==> src/rtl/rggen_external_responder_pkg.sv <==
// Shared rggen access and response codes for the external-bus responder.
package rggen_external_responder_pkg;

  typedef enum logic [1:0] {
    ACCESS_ILLEGAL      = 2'b00,
    ACCESS_POSTED_WRITE = 2'b01,
    ACCESS_READ         = 2'b10,
    ACCESS_WRITE        = 2'b11
  } rggen_access_e;

  typedef enum logic [1:0] {
    STATUS_OKAY         = 2'b00,
    STATUS_EXOKAY       = 2'b01,
    STATUS_SLAVE_ERROR  = 2'b10,
    STATUS_DECODE_ERROR = 2'b11
  } rggen_status_e;

  function automatic logic is_write_access(input logic [1:0] access);
    return (access == ACCESS_WRITE) || (access == ACCESS_POSTED_WRITE);
  endfunction

endpackage

==> src/rtl/rggen_timeout_counter.sv <==
// Counts backend wait cycles; expired flags the last permitted cycle (never when TIMEOUT is 0).
module rggen_timeout_counter #(
  parameter int unsigned TIMEOUT = 15
) (
  input  logic i_clk,
  input  logic i_rst_n,
  input  logic enable,
  input  logic clear,
  output logic expired
);

  localparam int unsigned WIDTH = (TIMEOUT < 2) ? 1 : $clog2(TIMEOUT);
  localparam logic [WIDTH-1:0] LAST = WIDTH'((TIMEOUT == 0) ? 0 : TIMEOUT - 1);

  logic [WIDTH-1:0] count;

  assign expired = (TIMEOUT != 0) && enable && (count == LAST);

  always_ff @(posedge i_clk or negedge i_rst_n) begin
    if (!i_rst_n) begin
      count <= '0;
    end else if (clear) begin
      count <= '0;
    end else if (enable && !expired) begin
      count <= count + 1'b1;
    end
  end

endmodule

==> src/rtl/rggen_external_responder.sv <==
// External-bus responder: decodes the window, runs one backend access and
// returns a single-cycle response with status and read data.
module rggen_external_responder
  import rggen_external_responder_pkg::*;
#(
  parameter int          ADDRESS_WIDTH = 8,
  parameter int          BUS_WIDTH     = 32,
  parameter int          STROBE_WIDTH  = BUS_WIDTH / 8,
  parameter int          BYTE_SIZE     = 256,
  parameter int unsigned TIMEOUT       = 15
) (
  input  logic                     i_clk,
  input  logic                     i_rst_n,
  input  logic                     i_external_valid,
  input  logic [1:0]               i_external_access,
  input  logic [ADDRESS_WIDTH-1:0] i_external_address,
  input  logic [BUS_WIDTH-1:0]     i_external_data,
  input  logic [STROBE_WIDTH-1:0]  i_external_strobe,
  output logic                     o_external_ready,
  output logic [1:0]               o_external_status,
  output logic [BUS_WIDTH-1:0]     o_external_data,
  output logic                     o_mem_req,
  output logic                     o_mem_write,
  output logic [ADDRESS_WIDTH-1:0] o_mem_address,
  output logic [BUS_WIDTH-1:0]     o_mem_write_data,
  output logic [BUS_WIDTH-1:0]     o_mem_bit_mask,
  input  logic                     i_mem_ack,
  input  logic                     i_mem_error,
  input  logic [BUS_WIDTH-1:0]     i_mem_read_data
);

  localparam logic [ADDRESS_WIDTH-1:0] ALIGN_MASK   = ~ADDRESS_WIDTH'(STROBE_WIDTH - 1);
  localparam logic [ADDRESS_WIDTH:0]   WINDOW_LIMIT = (ADDRESS_WIDTH + 1)'(BYTE_SIZE);

  typedef enum logic [1:0] {
    IDLE,
    MEM,
    RESP
  } state_e;

  state_e               state;
  logic                 in_window;
  logic                 write_access;
  logic                 expired;
  logic [BUS_WIDTH-1:0] strobe_mask;

  assign in_window    = {1'b0, i_external_address} < WINDOW_LIMIT;
  assign write_access = is_write_access(i_external_access);

  always_comb begin
    strobe_mask = '0;
    for (int unsigned i = 0; i < STROBE_WIDTH; i++) begin
      strobe_mask[8*i+:8] = {8{i_external_strobe[i]}};
    end
  end

  rggen_timeout_counter #(
    .TIMEOUT (TIMEOUT)
  ) u_timeout_counter (
    .i_clk   (i_clk),
    .i_rst_n (i_rst_n),
    .enable  (o_mem_req),
    .clear   (!o_mem_req),
    .expired (expired)
  );

  always_ff @(posedge i_clk or negedge i_rst_n) begin
    if (!i_rst_n) begin
      state             <= IDLE;
      o_external_ready  <= 1'b0;
      o_external_status <= STATUS_OKAY;
      o_external_data   <= '0;
      o_mem_req         <= 1'b0;
      o_mem_write       <= 1'b0;
      o_mem_address     <= '0;
      o_mem_write_data  <= '0;
      o_mem_bit_mask    <= '0;
    end else begin
      case (state)
        IDLE: begin
          // An out-of-window address reports a decode error even when the access code is illegal.
          if (i_external_valid) begin
            if (!in_window) begin
              state             <= RESP;
              o_external_ready  <= 1'b1;
              o_external_status <= STATUS_DECODE_ERROR;
            end else if (i_external_access == ACCESS_ILLEGAL) begin
              state             <= RESP;
              o_external_ready  <= 1'b1;
              o_external_status <= STATUS_SLAVE_ERROR;
            end else begin
              state            <= MEM;
              o_mem_req        <= 1'b1;
              o_mem_write      <= write_access;
              o_mem_address    <= i_external_address & ALIGN_MASK;
              o_mem_write_data <= i_external_data;
              o_mem_bit_mask   <= write_access ? strobe_mask : '0;
            end
          end
        end
        MEM: begin
          if (i_mem_ack) begin
            state             <= RESP;
            o_mem_req         <= 1'b0;
            o_external_ready  <= 1'b1;
            o_external_status <= i_mem_error ? STATUS_SLAVE_ERROR : STATUS_OKAY;
            o_external_data   <= o_mem_write ? '0 : i_mem_read_data;
          end else if (expired) begin
            state             <= RESP;
            o_mem_req         <= 1'b0;
            o_external_ready  <= 1'b1;
            o_external_status <= STATUS_SLAVE_ERROR;
            o_external_data   <= '0;
          end
        end
        RESP: begin
          state             <= IDLE;
          o_external_ready  <= 1'b0;
          o_external_status <= STATUS_OKAY;
          o_external_data   <= '0;
        end
        default: state <= IDLE;
      endcase
    end
  end

endmodule

==> config.mk <==
export PLATFORM = sky130hd
export DESIGN_NAME = rggen_external_responder
export DESIGN_NICKNAME = d
export VERILOG_FILES = /design/src/rtl/rggen_external_responder_pkg.sv /design/src/rtl/rggen_timeout_counter.sv /design/src/rtl/rggen_external_responder.sv
export SDC_FILE = /design/constraint.sdc
export NUM_CORES = 1
export LEC_CHECK = 0
export BUFFER_PORTS_ARGS = -buffer_cell sky130_fd_sc_hd__buf_2
export CAP_MARGIN = 10
export CORE_MARGIN = 2
export CORE_UTILIZATION = 46
export DETAILED_ROUTE_END_ITERATION = 7
export GPL_TIMING_DRIVEN = 0
export PLACE_DENSITY = 0.8
export SLEW_MARGIN = 20
export SYNTH_ARGS = -nofsm -noshare
export SYNTH_HDL_FRONTEND = slang
export SYNTH_SLANG_ARGS = --single-unit
==> constraint.sdc <==
create_clock -name i_clk -period 1.75 [get_ports i_clk]
set_input_delay 0.35 -clock i_clk [delete_from_list [all_inputs] [get_ports i_clk]]
set_output_delay 0.35 -clock i_clk [all_outputs]
set_load 0.1 [all_outputs]
==> qor.yml <==
status: "finished, final reports clean"
floorplan.initialDensity_pct: 47.1
yosys.area.top_type_share_pct: 54.8
period_needed_ps: 1700
worstSetupPathType: "register to primary output"
cts_root_buffer: "clkbuf_8"
r2r_start: "state[0]"
die_w_um: 95.3
min_path_type: "input port to register"
fmax_mhz: 590
antenna_cells: 0
antenna_found_initial: 0
worstMarginPinSlew_ps: 513
synth_area_mm2: 0.00383
cp-endpoint: "o_mem_bit_mask[5]"
synthTopCellsByArea: "dfrtp_1 55%, mux2_2 11%, mux2i_1 8.9%, buf_4 6.3%, nand2_1 4.1%"
gp_congestion: 0.835
relSlewSlack_pct: 66.1
via_count: 2918
ys_ff_latch: 84
cp_max_fo: 9
async_flop_share_pct: 100
cts_max_path_buffers: 2
vias_per_cell: 4.62
ys.flop_type: "dfrtp_1"
grt_overflow: 0
ys_warn_count: 0
rows: 33
hold_violations: 0
first_global_vias: 2859
avgSynthCellArea_um2: 12.0
htree_levels: 3
finalWirelength_um: 8510
slew_viol_final: 0
setup_viol: 0
grt_pass1_wl_um: 12900
ff2ff_setup_slack_ps: 90
synth.top_cells.by_count: "84 x dfrtp_1, 42 x nand2_1, 40 x inv_1, 39 x mux2_2, 34 x mux2i_1"
clock_latency_ps: 350
ios: 192
dieArea_mm2: 0.00908
core-area_mm2: 0.00813
rsz0062_at_grt: "no"
drt-wirelength-per-cell_um: 13.5
nNetsFinal: 611
clock_skew_ps: 10.9
fillers: 685
hold_slack_ps: 225
die_h_um: 95.3
r2r_end: "o_external_data[21]"
synth_top_area_cell: "dfrtp_1"
clk_pin_slew_ps: 90
max-cap-violations: 0
cp.arrival_ps: 1350
crit_required_ps: 1400
setup.worst_path.end_class: "primary output"
drcViolationCount: 0
ys_types: 31
antenna_left: 0
rr_worst_depth: 6
clkSinkCount: 84
syn-instance-count: 320
dp_hpwl_um: 6700
synthToLayoutAreaGrowth_pct: 34.8
grt_max_degree: 57
drt_iter0_markers: 31
cts_buffers: 9
cts_tree: "built"
period_share_pct: 96.9
synth_edf_count: 0
cp-startpoint: "o_mem_bit_mask[7]"
grt_usage_pct: 18.2
port-buffer-count: 186
dr.pass1.iters: 4
yosysSeqAreaShare_pct: 54.8
drive_above_1_share_pct: 56.5
cp-start-kind: "register"
synth.most_common_cell: "dfrtp_1"
## worst max-delay path, cell delays in order, from the launching register on
cell and delay, ps:
dfrtp_2 460, buf_4 130, buf_2 410
## registers in the layout, summed over array words and instances, names as in the netlist
name                     cells
o_external_data             32
o_external_ready             1
o_external_status            1
o_mem_address                6
o_mem_bit_mask               4
o_mem_req                    1
o_mem_write                  1
o_mem_write_data            32
state                        2
u_timeout_counter.count      4
## how the worst min path moves through the flow
stage | from | cells past startpoint | end | slack (ps)
after detailed placement | i_rst_n | 1 | o_external_data[30] | 300
after CTS | i_external_data[14] | 2 | o_mem_write_data[14] | 210
after global placement | o_mem_write_data[26] | 1 | o_mem_write_data[26] | 480
final | i_external_data[14] | 2 | o_mem_write_data[14] | 220
after floorplan | i_rst_n | 0 | o_external_data[0] | 50
after global routing | i_external_data[15] | 2 | o_mem_write_data[15] | 220
## logic make-up (layout without fill, tap and decap cells)
logic type | after synthesis | count (layout) | synth area share [%]
buffers and inverters | 82 | 286 | 12.6
muxes | 73 | 73 | 20.3
AOI/OAI and AO/OA | 21 | 21 | 3.85
DFF | 84 | 84 | 54.8
adders and majority gates | 5 | 5 | 1.63
other | 1 | 3 | 0.0978
xor gates and xnor gates | 1 | 1 | 0.229
and+or+nand+nor | 53 | 53 | 6.43
## cell usage in the layout (no fill, tap or decap), drive strengths merged, types with 2 or more instances in the layout
master,Yosys,routed
conb,1,3
a21o,2,2
nand3,2,2
a22oi,2,2
buf,39,227
dfrtp,84,84
a31oi,2,2
a21oi,3,3
o21ai,7,7
clkbuf,3,14
ha,5,5
inv,40,40
nor3b,2,2
clkinvlp,0,3
nand2,42,42
mux2i,34,34
nor2,2,2
mux2,39,39
## per-stage QoR
stage | instances | utilization [%] | setup slack (ps) | cell area [um^2] | TNS, ps
after detailed placement | 614 | 60.7 | -72.0 | 4940 | -1190
after global routing | 631 | 63.5 | 0.715 | 5170 | 0
final | 631 | 63.5 | 54.2 | 5170 | 0
after CTS | 631 | 63.3 | 32.1 | 5140 | 0
after global placement | 613 | 60.3 | -430 | 4910 | -24570
after floorplan | 322 | - | 67.0 | 3850 | 0
## cell type report
| cell class | instances | area [um^2] | area share, % |
|---|---|---|---|
| sequential | 84 | 2110 | 40.8 |
| clock buffer | 10 | 138 | 2.66 |
| timing repair buffer | 190 | 998 | 19.3 |
| buffer | 42 | 344 | 6.66 |
| clock inverter | 4 | 27.5 | 0.533 |
| multi-input combinational | 156 | 1270 | 24.6 |
| inverter | 40 | 150 | 2.91 |
| tap | 105 | 131 | 2.54 |
## metal layers
layer	part of all wire (%)	global-route usage, %	vias up
li1	-	-	1403
met1	39	20.8	1377
met2	50	32.5	127
met3	9.1	5.22	11
met4	1.3	6.52	0
met5	0	0	-
## timing repair
action / 4_1_cts / 5_1_grt
setup buffers: 2 / 0
setup endpoints to repair: 30 / 66
resized for setup: 3 / 8
pin swaps: 1 / 0
hold buffers: 1 / 0
hold endpoints to repair: 28 / 0
Power is left out: the tool's default activity adds up to more than one toggle a clock period on the data nets, which glitch-free logic cannot reach.
